`src/rtl/pixel_stream_monitor.sv`:
```
// pixel_stream_monitor
//   Sink-side checker for a raster pixel stream. Locks onto the raster at
//   (0,0), verifies every following sample advances in raster order, and
//   accumulates per-frame statistics. These are published once per complete
//   frame, with a one-cycle frame_done pulse.
//
// Ports
//   clk_pix            pixel clock, rising edge
//   sim_rst_n          synchronous active-low reset
//   sdl_sx, sdl_sy     current pixel coordinate
//   sdl_de             pixel is drawn
//   sdl_r/g/b          pixel colour
//   locked             high while tracking a continuous raster
//   frame_done         one-cycle pulse after a frame's results are published
//   pix_count          drawn pixels in the last complete frame
//   bbox_valid         last complete frame had at least one drawn pixel
//   bbox_x0/x1/y0/y1   bounding box of drawn pixels (all 0 if none)
//   sum_rgb            sum of r+g+b over drawn pixels, modulo 2^32
//   frame_cnt          number of frames published (wraps)
//   seq_err            sticky raster discontinuity flag
module pixel_stream_monitor #(
  parameter int H_RES = 640,
  parameter int V_RES = 480,
  parameter int CNT_W = 19
) (
  input  logic             clk_pix,
  input  logic             sim_rst_n,
  input  logic [9:0]       sdl_sx,
  input  logic [9:0]       sdl_sy,
  input  logic             sdl_de,
  input  logic [7:0]       sdl_r,
  input  logic [7:0]       sdl_g,
  input  logic [7:0]       sdl_b,
  output logic             locked,
  output logic             frame_done,
  output logic [CNT_W-1:0] pix_count,
  output logic             bbox_valid,
  output logic [9:0]       bbox_x0,
  output logic [9:0]       bbox_x1,
  output logic [9:0]       bbox_y0,
  output logic [9:0]       bbox_y1,
  output logic [31:0]      sum_rgb,
  output logic [15:0]      frame_cnt,
  output logic             seq_err
);

  typedef enum logic {HUNT, TRACK} state_t;

  localparam logic [9:0] X_MAX = 10'(H_RES - 1);
  localparam logic [9:0] Y_MAX = 10'(V_RES - 1);

  state_t state_q, state_d;

  // Coordinate the next sample must carry while tracking.
  logic [9:0] exp_x_q, exp_x_d, exp_y_q, exp_y_d;

  // Running accumulators of the frame in progress.
  logic [CNT_W-1:0] cnt_q, cnt_d;
  logic             any_q, any_d;
  logic [9:0]       x0_q, x0_d, x1_q, x1_d, y0_q, y0_d, y1_q, y1_d;
  logic [31:0]      sum_q, sum_d;

  // Published results.
  logic             frame_done_q, frame_done_d;
  logic [CNT_W-1:0] pix_count_q, pix_count_d;
  logic             bbox_valid_q, bbox_valid_d;
  logic [9:0]       bx0_q, bx0_d, bx1_q, bx1_d, by0_q, by0_d, by1_q, by1_d;
  logic [31:0]      sum_rgb_q, sum_rgb_d;
  logic [15:0]      frame_cnt_q, frame_cnt_d;
  logic             seq_err_q, seq_err_d;

  // Scratch values for the accumulate path.
  logic [9:0]       rgb_sum;
  logic [9:0]       next_x, next_y;
  logic             at_end;
  logic [CNT_W-1:0] acc_cnt;
  logic             acc_any;
  logic [9:0]       acc_x0, acc_x1, acc_y0, acc_y1;
  logic [31:0]      acc_sum;

  always_comb begin
    state_d      = state_q;
    exp_x_d      = exp_x_q;
    exp_y_d      = exp_y_q;
    cnt_d        = cnt_q;
    any_d        = any_q;
    x0_d         = x0_q;
    x1_d         = x1_q;
    y0_d         = y0_q;
    y1_d         = y1_q;
    sum_d        = sum_q;
    frame_done_d = 1'b0;
    pix_count_d  = pix_count_q;
    bbox_valid_d = bbox_valid_q;
    bx0_d        = bx0_q;
    bx1_d        = bx1_q;
    by0_d        = by0_q;
    by1_d        = by1_q;
    sum_rgb_d    = sum_rgb_q;
    frame_cnt_d  = frame_cnt_q;
    seq_err_d    = seq_err_q;

    rgb_sum = {2'b00, sdl_r} + {2'b00, sdl_g} + {2'b00, sdl_b};
    at_end  = (sdl_sx == X_MAX) && (sdl_sy == Y_MAX);

    // Raster successor of the current sample; only stored when the sample
    // is accepted, so it is always in range.
    if (sdl_sx == X_MAX) begin
      next_x = 10'd0;
      next_y = (sdl_sy == Y_MAX) ? 10'd0 : sdl_sy + 10'd1;
    end else begin
      next_x = sdl_sx + 10'd1;
      next_y = sdl_sy;
    end

    // Accumulate the current sample on top of the running totals. The first
    // drawn pixel of a frame initialises the box instead of min/max-ing
    // against the zeroed registers.
    acc_cnt = cnt_q + CNT_W'(sdl_de);
    acc_any = any_q | sdl_de;
    acc_x0  = x0_q;
    acc_x1  = x1_q;
    acc_y0  = y0_q;
    acc_y1  = y1_q;
    acc_sum = sum_q;
    if (sdl_de) begin
      acc_sum = sum_q + {22'd0, rgb_sum};
      if (!any_q) begin
        acc_x0 = sdl_sx;
        acc_x1 = sdl_sx;
        acc_y0 = sdl_sy;
        acc_y1 = sdl_sy;
      end else begin
        if (sdl_sx < x0_q) acc_x0 = sdl_sx;
        if (sdl_sx > x1_q) acc_x1 = sdl_sx;
        if (sdl_sy < y0_q) acc_y0 = sdl_sy;
        if (sdl_sy > y1_q) acc_y1 = sdl_sy;
      end
    end

    case (state_q)
      HUNT: begin
        // Accumulators are already clear here, so accumulating the (0,0)
        // sample is exactly the seeding step.
        if (sdl_sx == 10'd0 && sdl_sy == 10'd0) begin
          state_d = TRACK;
          exp_x_d = next_x;
          exp_y_d = next_y;
          cnt_d   = acc_cnt;
          any_d   = acc_any;
          x0_d    = acc_x0;
          x1_d    = acc_x1;
          y0_d    = acc_y0;
          y1_d    = acc_y1;
          sum_d   = acc_sum;
        end
      end
      TRACK: begin
        if (sdl_sx == exp_x_q && sdl_sy == exp_y_q) begin
          exp_x_d = next_x;
          exp_y_d = next_y;
          if (at_end) begin
            frame_done_d = 1'b1;
            pix_count_d  = acc_cnt;
            bbox_valid_d = acc_any;
            bx0_d        = acc_x0;
            bx1_d        = acc_x1;
            by0_d        = acc_y0;
            by1_d        = acc_y1;
            sum_rgb_d    = acc_sum;
            frame_cnt_d  = frame_cnt_q + 16'd1;
            cnt_d        = '0;
            any_d        = 1'b0;
            x0_d         = '0;
            x1_d         = '0;
            y0_d         = '0;
            y1_d         = '0;
            sum_d        = '0;
          end else begin
            cnt_d = acc_cnt;
            any_d = acc_any;
            x0_d  = acc_x0;
            x1_d  = acc_x1;
            y0_d  = acc_y0;
            y1_d  = acc_y1;
            sum_d = acc_sum;
          end
        end else begin
          // Discontinuity: drop the partial frame; re-lock only from HUNT.
          seq_err_d = 1'b1;
          state_d   = HUNT;
          cnt_d     = '0;
          any_d     = 1'b0;
          x0_d      = '0;
          x1_d      = '0;
          y0_d      = '0;
          y1_d      = '0;
          sum_d     = '0;
        end
      end
      default: state_d = HUNT;
    endcase
  end

  always_ff @(posedge clk_pix) begin
    if (!sim_rst_n) begin
      state_q      <= HUNT;
      exp_x_q      <= '0;
      exp_y_q      <= '0;
      cnt_q        <= '0;
      any_q        <= 1'b0;
      x0_q         <= '0;
      x1_q         <= '0;
      y0_q         <= '0;
      y1_q         <= '0;
      sum_q        <= '0;
      frame_done_q <= 1'b0;
      pix_count_q  <= '0;
      bbox_valid_q <= 1'b0;
      bx0_q        <= '0;
      bx1_q        <= '0;
      by0_q        <= '0;
      by1_q        <= '0;
      sum_rgb_q    <= '0;
      frame_cnt_q  <= '0;
      seq_err_q    <= 1'b0;
    end else begin
      state_q      <= state_d;
      exp_x_q      <= exp_x_d;
      exp_y_q      <= exp_y_d;
      cnt_q        <= cnt_d;
      any_q        <= any_d;
      x0_q         <= x0_d;
      x1_q         <= x1_d;
      y0_q         <= y0_d;
      y1_q         <= y1_d;
      sum_q        <= sum_d;
      frame_done_q <= frame_done_d;
      pix_count_q  <= pix_count_d;
      bbox_valid_q <= bbox_valid_d;
      bx0_q        <= bx0_d;
      bx1_q        <= bx1_d;
      by0_q        <= by0_d;
      by1_q        <= by1_d;
      sum_rgb_q    <= sum_rgb_d;
      frame_cnt_q  <= frame_cnt_d;
      seq_err_q    <= seq_err_d;
    end
  end

  assign locked     = (state_q == TRACK);
  assign frame_done = frame_done_q;
  assign pix_count  = pix_count_q;
  assign bbox_valid = bbox_valid_q;
  assign bbox_x0    = bx0_q;
  assign bbox_x1    = bx1_q;
  assign bbox_y0    = by0_q;
  assign bbox_y1    = by1_q;
  assign sum_rgb    = sum_rgb_q;
  assign frame_cnt  = frame_cnt_q;
  assign seq_err    = seq_err_q;

endmodule

```
`config.mk`:
```
export PLATFORM = sky130hd
export DESIGN_NAME = pixel_stream_monitor
export DESIGN_NICKNAME = d
export VERILOG_FILES = /design/src/rtl/pixel_stream_monitor.sv
export SDC_FILE = /design/constraint.sdc
export NUM_CORES = 1
export LEC_CHECK = 0
export ABC_CLOCK_PERIOD_IN_PS = 5860
export CORE_ASPECT_RATIO = 1.4
export CORE_MARGIN = 1
export CORE_UTILIZATION = 40
export CTS_CLUSTER_SIZE = 20
export DETAILED_ROUTE_END_ITERATION = 16
export PLACE_DENSITY = 0.64
export SLEW_MARGIN = 10
export SYNTH_ARGS = -nofsm -noshare
export SYNTH_HDL_FRONTEND = slang
export SYNTH_SLANG_ARGS = --single-unit
```
`constraint.sdc`:
```
create_clock -name clk_pix -period 5.86 [get_ports clk_pix]
set_input_delay 0.586 -clock clk_pix [delete_from_list [all_inputs] [get_ports clk_pix]]
set_output_delay 0.586 -clock clk_pix [all_outputs]
set_load 0.02 [all_outputs]
```
After elaboration in Yosys (flattened, before gate mapping)
Index checks and enable logic that the tools add are counted.
{"block": "word_totals", "regBits": 223, "wordCells": 103}
{"block": "op_classes", "add_sub_neg": 7, "magnitude_cmp": 4, "eq_ne": 6, "mux": 54, "bitwise": 3, "n_reduce_logical": 9}
{"cell": "two-way mux 10 bit", "count": 31}
{"cell": "two-way mux 32 bit", "count": 4}
{"cell": "one-hot mux 10 bit (2 select lines)", "count": 6}
{"cell": "one-hot mux 32 bit (2 select lines)", "count": 1}
{"cell": "two-way mux 19 bit", "count": 3}
{"cell": "one-hot mux 19 bit (2 select lines)", "count": 1}
{"cell": "adder 32 x 10 -> 32 bit", "count": 1}
{"cell": "adder 10 x 1 -> 10 bit (second input constant)", "count": 2}
{"cell": "== test 10 bit", "count": 2}
{"cell": "> comparator 10 bit", "count": 2}
{"cell": "logical NOT 10 bit", "count": 2}
{"cell": "< comparator 10 bit", "count": 2}
{"cell": "adder 19 x 1 -> 19 bit", "count": 1}
{"cell": "adder 16 x 1 -> 16 bit (second input constant)", "count": 1}
{"cell": "adder 9 x 8 -> 10 bit", "count": 1}
{"cell": "== test 10 bit (second input constant)", "count": 1}
{"cell": "== test 10 x 9 -> 1 bit (second input constant)", "count": 1}
{"cell": "adder 8 x 8 -> 9 bit", "count": 1}
{"cell": "two-way mux 1 bit", "count": 6}
{"cell": "AND reduction 3 bit", "count": 2}
{"cell": "one-hot mux 1 bit (2 select lines)", "count": 2}
{"cell": "AND reduction 2 bit", "count": 2}
{"cell": "logical AND 1 bit", "count": 3}
{"cell": "!= test 2 x 1 -> 1 bit (second input constant)", "count": 1}
{"cell": "other kinds (3)", "count": 4}

Logic depth before layout (Yosys ltp)
{"block": "depth", "ltp_word": 7, "mapped_depth": 14, "ltp_nobuf": 13}

Worst setup path before layout
OpenSTA, ideal clock, no wires.
{"block": "synth_path", "kind": "in2reg", "start": "input port sdl_r[1]", "end": "register sum_q[29]", "t_arrival_ns": 3.814, "t_required_ns": 5.788, "slack_ns": 1.975, "path_stages": 14, "path_buffers": 1, "path_cell_list": "inv_1 -> fa_1 -> fa_1 -> inv_1 -> ha_1 -> inv_1 -> fa_1 -> nor2b_1 -> o31ai_1 -> a211oi_1 -> clkbuf_1 -> o2111ai_1 -> or4_1 -> mux2i_1"}
{"block": "synth_between", "elab_chain_len": 7, "elab_cells_between_ends": 8, "classes_between": "add/sub (3); mux (5)"}
{"element": "start: declaration", "line_no": "31", "source": "input logic [7:0] sdl_r,"}
{"element": "adder 8 x 8 -> 9 bit (*)", "line_no": "103", "source": "rgb_sum = {2'b00, sdl_r} + {2'b00, sdl_g} + {2'b00, sdl_b};"}
{"element": "adder 9 x 8 -> 10 bit (*)", "line_no": "103"}
{"element": "adder 32 x 10 -> 32 bit (*)", "line_no": "127", "source": "acc_sum = sum_q + {22'd0, rgb_sum};"}
{"element": "two-way mux 32 bit (*)", "line_no": "126", "source": "if (sdl_de) begin"}
{"element": "two-way mux 32 bit", "line_no": "162", "source": "if (at_end) begin"}
{"element": "two-way mux 32 bit", "line_no": "159", "source": "if (sdl_sx == exp_x_q && sdl_sy == exp_y_q) begin"}
{"element": "one-hot mux 32 bit (2 select lines) (*)", "line_no": "141", "source": "case (state_q)"}
{"element": "end signal: assignment", "line_no": "237", "source": "sum_q <= sum_d;"}
{"element": "end: declaration", "line_no": "61", "source": "logic [31:0] sum_q, sum_d;"}
Every way passes the cells marked *; elsewhere a longest branch is shown, timed or not. The select of a mux whose other input is x is not followed.
A chain may end at the register's enable or synchronous reset.

Worst setup path in the final report
{"block": "layout_path", "start": "input port sdl_r[7]", "end": "register sum_q[10]"}
The elaborated chain is that of the path after synthesis.

==> results.yml <==
route:
  drtPass1Iterations: 5
  drtIter0Drc: 592
  wirelength_mm: 34.9
  ant_nets: 0
  route.detailed.drc: 0
  wire_per_inst_um: 18.6
  vias_per_cell: 5.72
  vias: 10700
synth:
  synth_nets: 1495
  synth_cells: 1376
  ys.flop_type: "dfxtp_1"
  yosys_warnings: 0
  mappedNetlistArea_mm2: 0.0124
  yosysUniqueCellTypes: 71
  synth_edf_count: 0
  syn_avg_cell_area_um2: 9.00
  async_reset_ff_share_pct: 0
  ys_ff_latch: 223
  ys_seq_area_share_pct: 36.1
timing:
  rsz0062_at_grt: "no"
  fin_skew_ps: 17.9
  fin_tns_setup_ps: 0
  setup_viol: 0
  maxSlewHeadroom_pct: 20.9
  final_hold_viol_count: 0
  min_period_ps: 4050
  worst_pin_slew_ps: 1190
  fmax_ghz: 0.247
  fin_crit_sh_pct: 69.0
  fin_hold_ws_ps: 451
  drv_slew: 0
worst_setup_path:
  crit_chain: "clkdlybuf4s50_1 -> inv_1 -> fa_1 -> fa_1 -> inv_1 -> ha_1 -> a21o_1 -> a21oi_1 -> o21bai_1 -> o21ai_0 -> or4_1 -> mux2i_1"
  cp.arrival_ps: 4510
  r2r_slack_ps: 2460
  worst-path-buf-inv: 3
  cp-end-kind: "flip-flop"
  crit-reg2reg-launch: "sum_q[7]"
  rr_endpoint: "sum_q[10]"
  setup.worst_path.start_class: "primary input"
  path_delay_family: "compound AO/OA/AOI/OAI gates"
  crit_cells: 12
  worstPathRequired_ps: 6330
  slowest_stage: "o21bai_1"
  worst-setup-path-type: "primary input to flip-flop"
  cp_max_fo: 11
  crit_path_max_incr_delay_ps: 790
  r2r_cells: 10
grt:
  grt_pass1_vias: 10700
  grt_max_degree: 67
  gr-total-overflow: 0
  grtUsageTotal_pct: 22.2
  grt_pass1_wl_mm: 56.1
  antenna_found_initial: 0
pwr:
  clkPwrFrac_pct: 47.6
  switching_share_pct: 24.1
  p_leak_nw: 5.46
  p_sw_w: 0.000854
  power_density_mw_per_mm2: 236
  intPower_w: 0.00268
  seqPwrFrac_pct: 42.8
  power_frac_comb_pct: 9.6
  peakVddDrop_mv: 0.163
clock_network:
  cts_post_setup_buffers_inserted: 0
  cts_resized: 0
  hold_buffers: 0
  clk_pin_slew_ps: 60
  tritoncts: "yes"
  ctsRootBufferMaster: "clkbuf_16"
  htreeDepth: 1
  clock_sink_count: 223
  cts_buffer_depth: 3
  clock_latency_ps: 540
  numCtsBuffers: 25
floorplan:
  die_h_um: 210
  pin_count: 158
  fp.coreArea_mm2: 0.0302
  die_w_um: 151
  initial_core_util_pct: 41.0
  rows: 75
  die_area_mm2: 0.0317
placement:
  place_congestion: 0.842
  post-place-cells: 1833
  portBuffers: 157
  dp_hpwl_mm: 23.5
final_layout:
  layout_common_cells: "dfxtp_1, clkdlybuf4s50_1, a21oi_1, inv_1, o21ai_0"
  finalNonFillerCells: 1877
  area_delta_synth_final_pct: 21.3
  final_common_cell: "dfxtp_1"
  antenna_cells: 0
  fill_cells: 2880
  final_nets: 1594
  layout-drive-gt1-share_pct: 6.64
job:
  maxCapViolCount: 0
status:
  status: "finished clean"
hold_path:
  holdPathStages: 2
  holdPathEnd: "bbox_x0[7]"
  min_path_type: "flip-flop to flip-flop"
  min_from: "bbox_x0[7]"
## how the worst max path moves through the flow
stage                         from        end  slack, ps
after detailed placement  sdl_r[1]  sum_q[17]       1320
after CTS                 sdl_r[1]  sum_q[27]       1880
after floorplan           sdl_r[1]  sum_q[29]       1970
final                     sdl_r[7]  sum_q[10]       1810
after global placement    sdl_r[7]  sum_q[10]       1370
after global routing      sdl_r[1]  sum_q[15]       1550
## metrics by stage
| stage | util (%) | worst slack (ps) | total power (W) | area, um2 |
|---|---|---|---|---|
| global placement | 46.8 | 1370 | 0.00188 | 14100 |
| detailed placement | 46.8 | 1320 | 0.00189 | 14100 |
| finish | 49.7 | 1810 | 0.00354 | 15000 |
| floorplan | - | 1970 | 0.00179 | 12400 |
| CTS | 49.7 | 1880 | 0.00358 | 15000 |
| global route | 49.7 | 1550 | 0.00368 | 15000 |
## power by group through the flow
stage	logic (W)	registers [W]	clock network, W
global placement	0.000335	0.00155	0
CTS	0.000341	0.00152	0.00172
finish	0.000339	0.00152	0.00168
global route	0.000381	0.00151	0.00178
detailed placement	0.000339	0.00155	0
floorplan	0.000241	0.00155	0
## worst register-to-register path, stage by stage (launching register included)
cell,delay (ps)
dfxtp_1,300
inv_1,70
fa_1,530
inv_1,40
ha_1,350
a21o_1,170
a21oi_1,80
o21bai_1,790
o21ai_0,350
or4_1,520
mux2i_1,130
## routing by layer
layer	vias up	global-route usage, %	wire [um]
li1	5235	-	-
met1	5159	25.0	13800
met2	281	41.9	18600
met3	70	2.36	1480
met4	0	8.41	1040
met5	-	0	0
## layout make-up
type / count / area [um2] / area share [%]
Clock buffer: 33 / 716 / 4.76
Clock inverter: 11 / 165 / 1.10
Inverter: 102 / 384 / 2.56
Multi-Input combinational cell: 941 / 7040 / 46.9
Sequential cell: 223 / 4460 / 29.7
Tap cell: 385 / 482 / 3.21
Timing Repair Buffer: 182 / 1770 / 11.8
## Yosys cell counts, types with 5 or more instances
cell / instances / area share [%]
fa_1: 16 / 2.6
a21oi_1: 109 / 4.4
nand4_1: 25 / 1.3
o21a_1: 8 / 0.49
and2_1: 6 / 0.30
and4_1: 16 / 1.1
a31oi_1: 6 / 0.30
o31ai_1: 13 / 0.79
ha_1: 56 / 5.7
o211ai_1: 14 / 0.85
nand2b_1: 5 / 0.25
nor4_1: 8 / 0.40
a32oi_1: 7 / 0.50
and3_1: 21 / 1.1
buf_6: 9 / 0.82
a211oi_1: 32 / 1.9
nor2_1: 67 / 2.0
a41oi_1: 25 / 1.8
nand3_1: 32 / 1.3
clkbuf_1: 69 / 2.1
inv_1: 101 / 3.1
a22o_1: 43 / 3.0
mux2i_1: 64 / 5.2
nor2b_1: 5 / 0.25
nand2_1: 79 / 2.4
xnor2_1: 22 / 1.6
buf_2: 23 / 0.93
dfxtp_1: 223 / 36
o41a_1: 7 / 0.64
nor3_1: 14 / 0.57
nor4_4: 7 / 1.2
a21o_1: 6 / 0.36
or4_1: 33 / 2.0
xor2_1: 50 / 3.5
o21ai_0: 80 / 3.2
o2111ai_1: 8 / 0.57
## logic make-up (layout without fill, tap and decap cells)
kind of cell | Yosys count | after routing | share of synthesized area, %
compound gates | 389 | 389 | 21.6
simple gates | 340 | 340 | 16.0
flops | 223 | 223 | 36.1
buf+inv | 212 | 328 | 7.34
xor+xnor | 75 | 75 | 5.49
fa+ha+maj | 72 | 72 | 8.25
mux | 65 | 65 | 5.26
## registers in the layout, indices dropped and copies added (netlist names), 16 cells and up
signal     cells
cnt_q         19
frame_cnt     16
pix_count     19
sum_q         32
sum_rgb       32
(Power assumes the default switching activity.)
